## config.mk

```make
export PLATFORM = sky130hd
export DESIGN_NAME = apb3_fabric_master
export DESIGN_NICKNAME = d
export VERILOG_FILES = /design/src/rtl/apb_pkg.sv /design/src/rtl/apb_wait_timer.sv /design/src/rtl/apb3_fabric_master.sv
export SDC_FILE = /design/constraint.sdc
export NUM_CORES = 1
export LEC_CHECK = 0
export ABC_AREA = 1
export ABC_CLOCK_PERIOD_IN_PS = 1500
export CAP_MARGIN = 15
export CORE_ASPECT_RATIO = 0.6
export CORE_MARGIN = 2
export CORE_UTILIZATION = 37
export DETAILED_ROUTE_END_ITERATION = 6
export GPL_TIMING_DRIVEN = 1
export PLACE_DENSITY = 0.85
export SLEW_MARGIN = 40
export SYNTH_ARGS = -nofsm -noshare
export SYNTH_HDL_FRONTEND = slang
export SYNTH_SLANG_ARGS = --single-unit
export TNS_END_PERCENT = 5
```

## constraint.sdc

```tcl
create_clock -name PCLK -period 1.5 [get_ports PCLK]
set_input_delay 0.225 -clock PCLK [delete_from_list [all_inputs] [get_ports PCLK]]
set_output_delay 0.225 -clock PCLK [all_outputs]
set_load 0.01 [all_outputs]
```

## src/rtl/apb_pkg.sv

```systemverilog
// Shared APB3 master definitions: FSM state encodings and response codes.
package apb_pkg;

   typedef enum logic [1:0] {
      ST_IDLE   = 2'd0,
      ST_SETUP  = 2'd1,
      ST_ACCESS = 2'd2,
      ST_RESP   = 2'd3
   } apb_state_e;

   typedef enum logic [1:0] {
      RSP_OK      = 2'd0,
      RSP_SLVERR  = 2'd1,
      RSP_TIMEOUT = 2'd2
   } apb_rsp_e;

   typedef struct packed {
      logic err;
      logic timeout;
   } rsp_flags_t;

   // Map a response code onto the rsp_err / rsp_timeout pair.
   function automatic rsp_flags_t rsp_flags(input apb_rsp_e code);
      rsp_flags_t f;
      f.err     = (code != RSP_OK);
      f.timeout = (code == RSP_TIMEOUT);
      return f;
   endfunction

endpackage

```

## src/rtl/apb_wait_timer.sv

```systemverilog
// Saturating PREADY-low counter. expired_o is registered and rises once TIMEOUT_CYC-1
// waits are counted, so the next counted wait cycle is the one that expires.
module apb_wait_timer #(
   parameter int unsigned TIMEOUT_CYC = 255
) (
   input  logic clk_i,
   input  logic rst_i,
   input  logic clear_i,
   input  logic enable_i,
   output logic expired_o
);

   localparam int unsigned CNT_W    = (TIMEOUT_CYC == 0) ? 1 : $clog2(TIMEOUT_CYC + 1);
   localparam int unsigned LIMIT_M1 = (TIMEOUT_CYC == 0) ? 0 : TIMEOUT_CYC - 1;
   localparam bit          ENABLED  = (TIMEOUT_CYC != 0);
   localparam bit          ARM_NOW  = (TIMEOUT_CYC == 1);

   logic [CNT_W-1:0] cnt_q;
   logic [CNT_W-1:0] cnt_inc;
   logic             expired_q;

   assign cnt_inc   = cnt_q + CNT_W'(1);
   assign expired_o = expired_q;

   always_ff @(posedge clk_i) begin
      if (rst_i) begin
         cnt_q     <= '0;
         expired_q <= 1'b0;
      end else if (clear_i) begin
         cnt_q     <= '0;
         expired_q <= ARM_NOW;
      end else if (enable_i && (cnt_q != CNT_W'(TIMEOUT_CYC))) begin
         cnt_q     <= cnt_inc;
         expired_q <= ENABLED && (cnt_inc >= CNT_W'(LIMIT_M1));
      end
   end

endmodule

```

## src/rtl/apb3_fabric_master.sv

```systemverilog
// Fabric-side APB3 initiator: valid/ready command stream in, APB3 transfer out,
// valid/ready response stream back with read data, slave error and timeout status.
module apb3_fabric_master
   import apb_pkg::*;
#(
   parameter int unsigned ADDR_W      = 32,
   parameter int unsigned DATA_W      = 32,
   parameter int unsigned TIMEOUT_CYC = 255
) (
   input  logic              PCLK,
   input  logic              PRESERN,
   input  logic              cmd_valid,
   output logic              cmd_ready,
   input  logic              cmd_write,
   input  logic [ADDR_W-1:0] cmd_addr,
   input  logic [DATA_W-1:0] cmd_wdata,
   output logic              rsp_valid,
   input  logic              rsp_ready,
   output logic [DATA_W-1:0] rsp_rdata,
   output logic              rsp_err,
   output logic              rsp_timeout,
   output logic              PSEL,
   output logic              PENABLE,
   output logic              PWRITE,
   output logic [ADDR_W-1:0] PADDR,
   output logic [DATA_W-1:0] PWDATA,
   input  logic [DATA_W-1:0] PRDATA,
   input  logic              PREADY,
   input  logic              PSLVERR
);

   apb_state_e        state_q;
   logic              cmd_ready_q;
   logic              psel_q;
   logic              penable_q;
   logic              pwrite_q;
   logic [ADDR_W-1:0] paddr_q;
   logic [DATA_W-1:0] pwdata_q;
   logic              rsp_valid_q;
   logic [DATA_W-1:0] rsp_rdata_q;
   logic              rsp_err_q;
   logic              rsp_timeout_q;

   logic       accept;
   logic       timer_enable;
   logic       timer_expired;
   logic       access_done;
   apb_rsp_e   access_code;
   rsp_flags_t access_flags;

   assign accept       = (state_q == ST_IDLE) && cmd_valid && cmd_ready_q;
   assign timer_enable = (state_q == ST_ACCESS) && !PREADY;

   apb_wait_timer #(
      .TIMEOUT_CYC (TIMEOUT_CYC)
   ) u_wait_timer (
      .clk_i     (PCLK),
      .rst_i     (PRESERN),
      .clear_i   (accept),
      .enable_i  (timer_enable),
      .expired_o (timer_expired)
   );

   // PREADY wins over an expiring count; PSLVERR only matters with PREADY high.
   always_comb begin
      access_code = RSP_OK;
      access_done = 1'b0;
      if (PREADY) begin
         access_code = PSLVERR ? RSP_SLVERR : RSP_OK;
         access_done = 1'b1;
      end else if (timer_expired) begin
         access_code = RSP_TIMEOUT;
         access_done = 1'b1;
      end
      access_flags = rsp_flags(access_code);
   end

   always_ff @(posedge PCLK) begin
      if (PRESERN) begin
         state_q       <= ST_IDLE;
         cmd_ready_q   <= 1'b0;
         psel_q        <= 1'b0;
         penable_q     <= 1'b0;
         pwrite_q      <= 1'b0;
         paddr_q       <= '0;
         pwdata_q      <= '0;
         rsp_valid_q   <= 1'b0;
         rsp_rdata_q   <= '0;
         rsp_err_q     <= 1'b0;
         rsp_timeout_q <= 1'b0;
      end else begin
         unique case (state_q)
            ST_IDLE: begin
               if (accept) begin
                  state_q     <= ST_SETUP;
                  cmd_ready_q <= 1'b0;
                  psel_q      <= 1'b1;
                  pwrite_q    <= cmd_write;
                  paddr_q     <= cmd_addr;
                  pwdata_q    <= cmd_wdata;
               end else begin
                  cmd_ready_q <= 1'b1;
               end
            end
            ST_SETUP: begin
               state_q   <= ST_ACCESS;
               penable_q <= 1'b1;
            end
            ST_ACCESS: begin
               if (access_done) begin
                  state_q       <= ST_RESP;
                  psel_q        <= 1'b0;
                  penable_q     <= 1'b0;
                  rsp_valid_q   <= 1'b1;
                  rsp_rdata_q   <= (pwrite_q || access_flags.timeout) ? '0 : PRDATA;
                  rsp_err_q     <= access_flags.err;
                  rsp_timeout_q <= access_flags.timeout;
               end
            end
            ST_RESP: begin
               if (rsp_ready) begin
                  state_q     <= ST_IDLE;
                  rsp_valid_q <= 1'b0;
                  cmd_ready_q <= 1'b1;
               end
            end
            default: state_q <= ST_IDLE;
         endcase
      end
   end

   assign cmd_ready   = cmd_ready_q;
   assign PSEL        = psel_q;
   assign PENABLE     = penable_q;
   assign PWRITE      = pwrite_q;
   assign PADDR       = paddr_q;
   assign PWDATA      = pwdata_q;
   assign rsp_valid   = rsp_valid_q;
   assign rsp_rdata   = rsp_rdata_q;
   assign rsp_err     = rsp_err_q;
   assign rsp_timeout = rsp_timeout_q;

endmodule

```

==> flow_metrics.py, run 1 <==
metrics = {
    "critical_path": {
        "path_buf_inv": 1,
        "reg2reg_from": "state_q[1]$_SDFFE_PP0P_",
        "path_max_fanout": 2,
        "critPathTopFamily": "buffers and inverters",
        "critPathCaptureType": "output pin",
        "critPathKind": "flop to output pin",
        "cp-start-kind": "flop",
        "cp-startpoint": "PADDR[17]$_SDFFE_PP0P_",
        "crit_path_max_incr_delay_ns": 0.53,
        "crit_required_ns": 1.27,
        "crit_chain": "clkdlybuf4s50_1",
        "arrival_ns": 1.24,
        "slowest_stage": "clkdlybuf4s50_1",
    },
    "global_routing": {
        "grt_pass1_vias": 4261,
        "antenna_found_initial": 0,
        "grt_max_degree": 40,
        "grt_pass1_wl_mm": 20.2,
        "overflow": 0,
        "grt_usage_pct": 20.4,
    },
    "clock_network": {
        "clk_path_buf_depth": 2,
        "clk_pin_slew_worst_paths_ns": 0.05,
        "cts_tree": "done",
        "htreeDepth": 4,
        "clk_latency_ns": 0.39,
        "cts_inserted_buffers": 17,
        "clock_sinks": 114,
        "cts-root-buf": "clkbuf_16",
    },
    "routing": {
        "first_pass_iters": 4,
        "drt_drc_violations_left": 0,
        "vias": 4415,
        "wl_per_cell_um": 13.7,
        "avgViaCountPerCell": 4.64,
        "wirelength_mm": 13.0,
        "ant_nets": 0,
        "drt_iter0_markers": 173,
    },
    "timing": {
        "holdWs_ns": 0.0635,
        "fmax_mhz": 684,
        "setup_viol": 0,
        "max_slew_margin_pct": 73.9,
        "fin_crit_sh_pct": 97.4,
        "fin_skew_ns": 0.00827,
        "finalMaxSlewViolations": 0,
        "rsz0062_at_grt": "yes",
        "worstMarginPinSlew_ns": 0.391,
        "min_period_ns": 1.46,
        "hold_viol": 0,
    },
    "finish": {
        "diodes": 0,
        "final_util_pct": 64.9,
        "regArea_um2": 2290,
        "layout.nets": 890,
        "drive_above_1_share_pct": 11.0,
        "most-common-layout-cells": "nand2_1 (236), dfxtp_1 (113), a21oi_1 (110), clkdlybuf4s50_1 (102), dlygate4sd2_1 (64)",
        "layout_commonest_cell": "nand2_1",
        "postLayoutCellArea_um2": 7340,
        "area_growth_pct": 71.3,
        "multiInputGateArea_um2": 1830,
        "fillers": 956,
    },
    "yosys": {
        "ys_types": 24,
        "yosys.area.top_type": "dfxtp_1",
        "synth_area_um2": 4280,
        "yosysWarnings": 0,
        "yosys.area_share.simple_pct": 24.6,
        "yosysTopAreaCellShare_pct": 53.3,
        "synth_top_family_by_area": "simple AND/OR/NAND/NOR gates",
        "ys_seq_elements": 114,
        "yosys.area_share.adder_pct": 2.04,
        "seq_area_frac_synth_pct": 53.3,
        "syn-num-nets": 671,
        "syn_avg_cell_area_um2": 7.63,
        "synth_compound_area_share_pct": 14.5,
        "synthTopCellsByArea": "dfxtp_1 (53%), nand2_1 (21%), a21oi_1 (13%)",
        "synthCells": 561,
        "synth_xor_xnor_area_share_pct": 0,
        "muxShareOfSynthArea_pct": 0,
    },
    "min_path": {
        "hp-start": "PRESERN",
        "hold_path_class": "input port to flop",
    },
    "die": {
        "rows": 30,
        "dieWidth_um": 143,
        "dieArea_um2": 12500,
        "start_util_pct": 37.9,
        "ioPinCount": 206,
        "core_um2": 11300,
        "die_y_um": 87.3,
    },
    "pwr": {
        "p_per_area_nw_per_um2": 1400,
        "leakagePower_nw": 3.62,
        "ir_drop_uv": 971,
    },
    "placement": {
        "dp_hpwl_mm": 9.28,
        "place_congestion": 0.843,
        "io_buffer_count": 205,
        "dpl_cell_area_um2": 6630,
    },
    "outcome": {
        "outcome": "finished, final reports clean",
    },
    "job": {
        "cap_violations": 0,
    },
}
synthesized netlist by cell type (all sizes together):
cell type,instances
inv,22
nand3,10
o21bai,1
ha,7
dfxtp,114
o21ai,2
nor3,2
a211oi,2
a21boi,1
buf,15
nor2,12
or2,1
nand2,241
clkbuf,17
a21oi,112
o211ai,1
o221a,1
repair_timing:
item | in CTS | in global routing
resized for setup | 67 | 57
endpoints found under the setup margin | 73 | 141
hold endpoints to repair | 0 | 0
pin swaps | 0 | 1
hold buffers | 0 | 0
setup buffers | 0 | 1
layout make-up:
type	instances	share of cell area [%]
clock buffers	23	6.79
flip-flops and latches	114	31.2
multi-input cells	393	24.9
clock inverters	8	1.38
inverters	22	1.19
well taps	160	2.73
repair buffers	232	31.9
where the power goes:
| group | switching (mW) | internal (mW) | leakage, nW |
|---|---|---|---|
| combinational | 1.32 | 1.27 | 2.41 |
| sequential | 0.220 | 3.43 | 0.925 |
| clock | 1.35 | 2.65 | 0.287 |
| total | 2.89 | 7.35 | 3.62 |
kinds of logic (layout without fill, tap and decap cells):
logic type / Yosys count / count (layout)
and+or+nand+nor: 266 / 266
AOI/OAI and AO/OA: 120 / 120
DFF: 114 / 114
buffers and inverters: 54 / 285
adders and majority gates: 7 / 7
path summary, 6_finish.rpt:
path | end | slack, ns | cells after the start
worst max-delay path | PADDR[17] | 0.04 | 1
worst min-delay path | PWDATA[11]$_SDFFE_PP0P_ | 0.06 | 2
worst max register to register | state_q[0]$_SDFFE_PP0P_ | 0.06 | 6
worst min register to register | rsp_rdata[30]$_SDFFE_PP0P_ | 0.45 | 2
stage by stage:
stage	setup WS (ns)	std cells	total power, mW	setup TNS, ns
2_1_floorplan	0.0847	561	4.89	0
3_3_place_gp	-0.000485	920	6.32	-0.000485
3_5_place_dp	-0.0526	920	6.36	-1.03
4_1_cts	0.000706	951	10.3	0
5_1_grt	-0.0315	952	10.8	-0.0789
6_report	0.0388	952	10.2	0
layer usage:
layer  routed length (um)  up-vias  GRT usage [%]
li1                     -     2234              -
met1                 5780     2017           24.8
met2                 5940      152           33.4
met3                 1200       12           8.52
met4                  119        0           5.67
met5                    0        -              0
sequential cells by signal (all words and copies together) (netlist names), 2 cells and up:
name	flops
rsp_rdata	32
u_wait_timer.cnt_q	8
PWDATA	32
PADDR	32
state_q	2
No activity file was read; power rests on OpenSTA's default activity.
==> inputs of run 2 (changes only) <==
--- a/config.mk
+++ b/config.mk
@@ -5,15 +5,14 @@
 export SDC_FILE = /design/constraint.sdc
 export NUM_CORES = 1
 export LEC_CHECK = 0
-export ABC_AREA = 1
 export ABC_CLOCK_PERIOD_IN_PS = 1500
 export CAP_MARGIN = 15
 export CORE_ASPECT_RATIO = 0.6
 export CORE_MARGIN = 2
-export CORE_UTILIZATION = 37
+export CORE_UTILIZATION = 36
 export DETAILED_ROUTE_END_ITERATION = 6
 export GPL_TIMING_DRIVEN = 1
-export PLACE_DENSITY = 0.85
+export PLACE_DENSITY = 0.84
 export SLEW_MARGIN = 40
 export SYNTH_ARGS = -nofsm -noshare
 export SYNTH_HDL_FRONTEND = slang
==> run 2 against run 1 <==
Against the previous run:
- the flow now finishes with violations (negative setup slack)
- count of clock-buffer cells in the layout shrank 2
- via count shrank 4.1%
- register-to-register slack lost 0.07 ns
- clock power shrank 3%
- area after synthesis shrank 2.5%
- clock skew grew 0.00061 ns
- die area grew 0.19%
- highest routed layer unchanged
- global-route usage shrank 1.4 points
- largest cell class unchanged
- synthesized cell count shrank 11%
- critical path depth grew 5
- combinational power grew 8.5%
==> flow_metrics.py, run 2 <==
metrics = {
    "finish": {
        "area_growth_pct": 74.1,
        "layout_commonest_cell": "nand2_1",
        "drive_above_1_share_pct": 11.4,
        "layout.nets": 823,
        "most-common-layout-cells": "nand2_1 (136), dfxtp_1 (108), clkdlybuf4s50_1 (101), dlygate4sd2_1 (73), a21oi_1 (70)",
        "diodes": 0,
        "final_util_pct": 64.4,
    },
    "routing": {
        "wirelength_mm": 12.8,
        "ant_nets": 0,
        "drt_iter0_markers": 134,
        "vias": 4236,
        "avgViaCountPerCell": 4.79,
        "first_pass_iters": 4,
        "wl_per_cell_um": 14.5,
        "drt_drc_violations_left": 0,
    },
    "critical_path": {
        "critPathKind": "flop to flop",
        "arrival_ns": 1.81,
        "cp-start-kind": "flop",
        "critPathCaptureType": "flop",
        "path_max_fanout": 6,
        "crit_required_ns": 1.80,
        "worst_r2r_path_depth": 6,
    },
    "die": {
        "ioPinCount": 206,
        "rows": 30,
        "die_y_um": 87.4,
        "dieArea_um2": 12500,
        "core_um2": 11300,
        "start_util_pct": 37.0,
        "dieWidth_um": 143,
    },
    "global_routing": {
        "grt_pass1_wl_mm": 18.8,
        "grt_usage_pct": 19.0,
        "overflow": 0,
        "antenna_found_initial": 0,
        "grt_max_degree": 107,
        "grt_pass1_vias": 3991,
    },
    "pwr": {
        "power_switching_share_pct": 28.9,
        "seqPwrFrac_pct": 35.5,
        "leakagePower_nw": 3.49,
        "switchingPower_mw": 2.99,
        "clkPwrFrac_pct": 37.4,
        "ir_drop_uv": 872,
        "power.share.combinational_pct": 27.1,
        "fin_total_pwr_mw": 10.4,
        "p_int_mw": 7.37,
        "p_per_area_nw_per_um2": 1430,
    },
    "min_path": {
        "hold_depth": 4,
        "hold_path_class": "input port to flop",
    },
    "clock_network": {
        "clk_latency_ns": 0.39,
        "htreeDepth": 4,
        "cts_hold_buf": 0,
        "clk_pin_slew_worst_paths_ns": 0.05,
        "cts_inserted_buffers": 17,
        "cts_setup_buffers": 0,
        "clk_path_buf_depth": 2,
        "cts_tree": "done",
        "cts-root-buf": "clkbuf_16",
        "clock_sinks": 114,
    },
    "timing": {
        "min_period_ns": 1.51,
        "fin_setup_tns_ns": -0.0116,
        "fmax_mhz": 662,
        "fin_ws_ns": -0.0115,
        "rsz0062_at_grt": "yes",
        "worstMarginPinSlew_ns": 0.464,
        "fin_skew_ns": 0.00887,
        "max_slew_margin_pct": 69.1,
        "finalMaxSlewViolations": 0,
        "hold_viol": 0,
        "holdWs_ns": 0.265,
        "fin_crit_sh_pct": 101,
        "setup_viol": 2,
    },
    "yosys": {
        "syn-num-nets": 608,
        "netlist_top_cells_count": "nand2_1 (137), dfxtp_1 (114), a21oi_1 (72)",
        "yosysWarnings": 0,
        "ys_seq_elements": 114,
        "yosysTopAreaCellShare_pct": 54.7,
        "synth_compound_area_share_pct": 18.2,
        "synth.most_common_cell": "nand2_1",
        "yosys.area_share.simple_pct": 20.3,
        "muxShareOfSynthArea_pct": 0.240,
        "seq_area_frac_synth_pct": 54.7,
        "syn_avg_cell_area_um2": 8.38,
        "synthFlopType": "dfxtp_1",
        "ys_types": 37,
        "synthTopCellsByArea": "dfxtp_1 (55%), nand2_1 (12%), a21oi_1 (8.6%)",
        "synth-edff-count": 0,
        "synth-async-reset-ratio_pct": 0,
        "yosys.area_share.adder_pct": 2.10,
        "yosys.area.top_type": "dfxtp_1",
        "synthCells": 498,
        "synth_xor_xnor_area_share_pct": 0.629,
        "synth_top_family_by_area": "simple AND/OR/NAND/NOR gates",
        "synth_area_um2": 4180,
    },
    "placement": {
        "dp_hpwl_mm": 8.87,
        "post-place-ws_ns": -0.182,
        "place_congestion": 0.797,
        "io_buffer_count": 205,
    },
    "outcome": {
        "violations": "negative setup slack",
        "outcome": "finished, violations left",
    },
    "job": {
        "cap_violations": 0,
    },
}
[run 2: what timing repair did]
action | 4_1_cts | 5_1_grt
pin swaps | 1 | 3
gates cloned | 0 | 2
gates resized for setup | 76 | 50
setup endpoints to repair | 78 | 88
[run 2: routing by layer]
metal,vias to the layer above,GRT usage (%),share of wire [%]
li1,2101,-,-
met3,13,7.26,8.9
met2,169,31.3,46
met5,-,0,0
met1,1953,22.9,44
met4,0,6.84,1.2
[run 2: worst max-delay path, cell delays in order, from the launching register on]
cell and delay (ns):
dfxtp_2 0.35, inv_4 0.06, ha_4 0.18, and2b_4 0.19, a221oi_4 0.32, nor2_1 0.10, a211oi_2 0.22
[run 2: power by group through the flow]
| stage | logic, mW | clock network (mW) | registers (mW) |
|---|---|---|---|
| floorplan | 1.18 | 0 | 3.89 |
| global placement | 2.77 | 0 | 3.70 |
| detailed placement | 2.84 | 0 | 3.73 |
| CTS | 2.68 | 3.95 | 3.67 |
| global route | 3.05 | 4.11 | 3.73 |
| finish | 2.81 | 3.87 | 3.68 |
[run 2: layout make-up]
type	instances	area [um^2]
Tap cell	160	200
Multi-Input combinational cell	343	1840
Sequential cell	114	2290
Clock buffer	21	470
Clock inverter	10	109
Inverter	7	28.8
Fill cell	900	4030
Timing Repair Buffer	230	2330
[run 2: final timing paths]
kind | startpoint | endpoint | slack (ns)
max | state_q[0]$_SDFFE_PP0P_ | state_q[0]$_SDFFE_PP0P_ | -0.01
min | PRESERN | u_wait_timer.cnt_q[3]$_SDFFE_PP0P_ | 0.27
max reg2reg | state_q[0]$_SDFFE_PP0P_ | state_q[0]$_SDFFE_PP0P_ | -0.01
min reg2reg | PADDR[29]$_SDFFE_PP0P_ | PADDR[29]$_SDFFE_PP0P_ | 0.45
[run 2: logic make-up (layout without fill, tap and decap cells)]
logic type,after synthesis,after routing
compound gates,124,124
flops,114,114
xor+xnor,3,3
mux,1,1
simple gates,208,208
fa+ha+maj,7,7
buf+inv,41,268
[run 2: through the flow]
step	cells	instance area, um^2
6_report	885	7270
3_5_place_dp	852	6580
4_1_cts	883	7080
5_1_grt	885	7270
2_1_floorplan	498	4210
3_3_place_gp	852	6580
==> inputs of run 3 (changes only) <==
--- a/config.mk
+++ b/config.mk
@@ -13,6 +13,7 @@
 export DETAILED_ROUTE_END_ITERATION = 6
 export GPL_TIMING_DRIVEN = 1
 export PLACE_DENSITY = 0.84
+export SETUP_SLACK_MARGIN = 0.2
 export SLEW_MARGIN = 40
 export SYNTH_ARGS = -nofsm -noshare
 export SYNTH_HDL_FRONTEND = slang
==> run 3 against run 2 <==
Against the previous run:
- the flow now finishes without violations
- clock skew is 0.0016 ns lower
- non-clock buffer count is 6 higher
- cell count is 0.79% higher
==> flow_metrics.py, run 3 (same netlist as run 2, synthesis figures left out) <==
metrics = {
    "pwr": {
        "ir_drop_uv": 994,
        "seqPwrFrac_pct": 33.5,
        "p_int_mw": 7.58,
        "leakagePower_nw": 3.25,
        "power_switching_share_pct": 31.5,
        "fin_total_pwr_mw": 11.1,
        "p_per_area_nw_per_um2": 1430,
        "switchingPower_mw": 3.49,
        "clkPwrFrac_pct": 36.1,
        "power.share.combinational_pct": 30.4,
    },
    "timing": {
        "rsz0062_at_grt": "yes",
        "min_period_ns": 1.45,
        "fin_crit_sh_pct": 96.6,
        "fmax_mhz": 690,
        "worstMarginPinSlew_ns": 0.682,
        "finalMaxSlewViolations": 0,
        "max_slew_margin_pct": 54.5,
        "setup_viol": 0,
        "hold_viol": 0,
        "fin_skew_ns": 0.00726,
    },
    "finish": {
        "area_growth_pct": 85.6,
        "diodes": 0,
        "layout_commonest_cell": "nand2_1",
        "most-common-layout-cells": "nand2_1 (108), dfxtp_1 (106), clkdlybuf4s50_1 (101), dlygate4sd2_1 (83), nor2_1 (46)",
        "layout.nets": 829,
        "drive_above_1_share_pct": 26.4,
        "final_util_pct": 68.6,
        "postLayoutCellArea_um2": 7750,
        "fin_cells": 892,
    },
    "die": {
        "dieWidth_um": 143,
        "rows": 30,
        "ioPinCount": 206,
        "die_y_um": 87.4,
        "start_util_pct": 37.0,
        "core_um2": 11300,
        "dieArea_um2": 12500,
    },
    "clock_network": {
        "clk_latency_ns": 0.40,
        "clock_sinks": 114,
        "cts_tree": "done",
        "clk_pin_slew_worst_paths_ns": 0.05,
        "cts-root-buf": "clkbuf_16",
        "htreeDepth": 4,
        "clk_path_buf_depth": 2,
        "cts_inserted_buffers": 17,
    },
    "routing": {
        "vias": 4352,
        "wirelength_mm": 14.2,
        "first_pass_iters": 4,
        "drt_iter0_markers": 159,
        "ant_nets": 0,
        "drt_drc_violations_left": 0,
        "wl_per_cell_um": 16.0,
        "avgViaCountPerCell": 4.88,
    },
    "job": {
        "cap_violations": 0,
    },
    "global_routing": {
        "grt_max_degree": 55,
        "overflow": 0,
        "grt_pass1_wl_mm": 21.4,
        "grt_pass1_vias": 4368,
        "antenna_found_initial": 0,
        "grt_usage_pct": 21.8,
    },
    "critical_path": {
        "arrival_ns": 1.78,
        "critPathKind": "flop to flop",
        "critPathCaptureType": "flop",
        "path_max_fanout": 4,
        "r2r_setup_slack_ns": 0.05,
        "crit_required_ns": 1.83,
        "cp-start-kind": "flop",
    },
    "placement": {
        "place_congestion": 0.881,
        "io_buffer_count": 205,
        "dp_cells": 852,
        "dp_hpwl_mm": 9.36,
        "dpl_cell_area_um2": 6550,
    },
    "outcome": {
        "outcome": "finished, final reports clean",
    },
    "min_path": {
        "hold_path_class": "input port to flop",
    },
}
==> run 3: cell count changes in the layout (fill, tap and decap cells not counted), sizes merged <==
cell / previous run / this run
dlymetal6s2s: 30 / 0
inv: 7 / 9
clkinvlp: 2 / 7
buf: 24 / 29
dlygate4sd2: 73 / 83
clkinv: 6 / 3
clkbuf: 23 / 27
clkdlybuf4s15: 0 / 14
==> run 3: final cells by class <==
class	count	area, um^2
clock buffers	18	439
clock inverters	14	156
fillers	881	3550
inverters	7	31.3
multi-input cells	343	2330
flip-flops and latches	114	2300
well taps	160	200
repair buffers	236	2290
==> run 3: per-stage QoR <==
stage | setup WS, ns | TNS [ns] | hold WS [ns]
2_1_floorplan | 0.0148 | 0 | 0.325
3_3_place_gp | -0.124 | -1.70 | 0.441
3_5_place_dp | -0.255 | -5.49 | 0.447
4_1_cts | 0.0393 | 0 | 0.249
5_1_grt | -0.0230 | -0.0301 | 0.214
6_report | 0.0507 | 0 | 0.222
==> run 3: what timing repair did <==
item                                    in CTS  in global routing
cloned                                       0                  3
endpoints found under the hold margin        0                  0
setup buffers                                4                  1
gates resized for setup                    172                112
pin swaps                                   50                 98
endpoints found under the setup margin     215                132
hold buffers                                 0                  0
==> run 3: critical path, cell delays in order, from the launching register on <==
cell     delay [ns]
dfxtp_2        0.33
inv_4          0.08
ha_4           0.14
and2b_4        0.20
o21ai_4        0.08
or4_4          0.42
a21oi_2        0.12
==> run 3: final timing paths <==
check | startpoint | to | cells past startpoint
worst max-delay path | state_q[0]$_SDFFE_PP0P_ | u_wait_timer.cnt_q[5]$_SDFFE_PP0P_ | 6
worst min-delay path | PRESERN | u_wait_timer.cnt_q[3]$_SDFFE_PP0P_ | 4
worst max register to register | state_q[0]$_SDFFE_PP0P_ | u_wait_timer.cnt_q[5]$_SDFFE_PP0P_ | 6
worst min register to register | PADDR[27]$_SDFFE_PP0P_ | PADDR[27]$_SDFFE_PP0P_ | 2
==> run 3: power groups by stage <==
stage	Combinational, mW	Sequential (mW)	Clock [mW]
after global placement	2.76	3.71	0
after CTS	2.90	3.70	4.06
after floorplan	1.22	3.89	0
after global routing	3.64	3.76	4.21
final	3.37	3.71	3.99
after detailed placement	2.84	3.73	0
==> run 3: metal layers <==
metal / up-vias / GRT usage, % / wire length (um)
met5: - / 0 / 0
met4: 0 / 6.93 / 164
met3: 14 / 7.64 / 927
met2: 130 / 36.7 / 7100
met1: 2087 / 26.4 / 6040
li1: 2121 / - / -
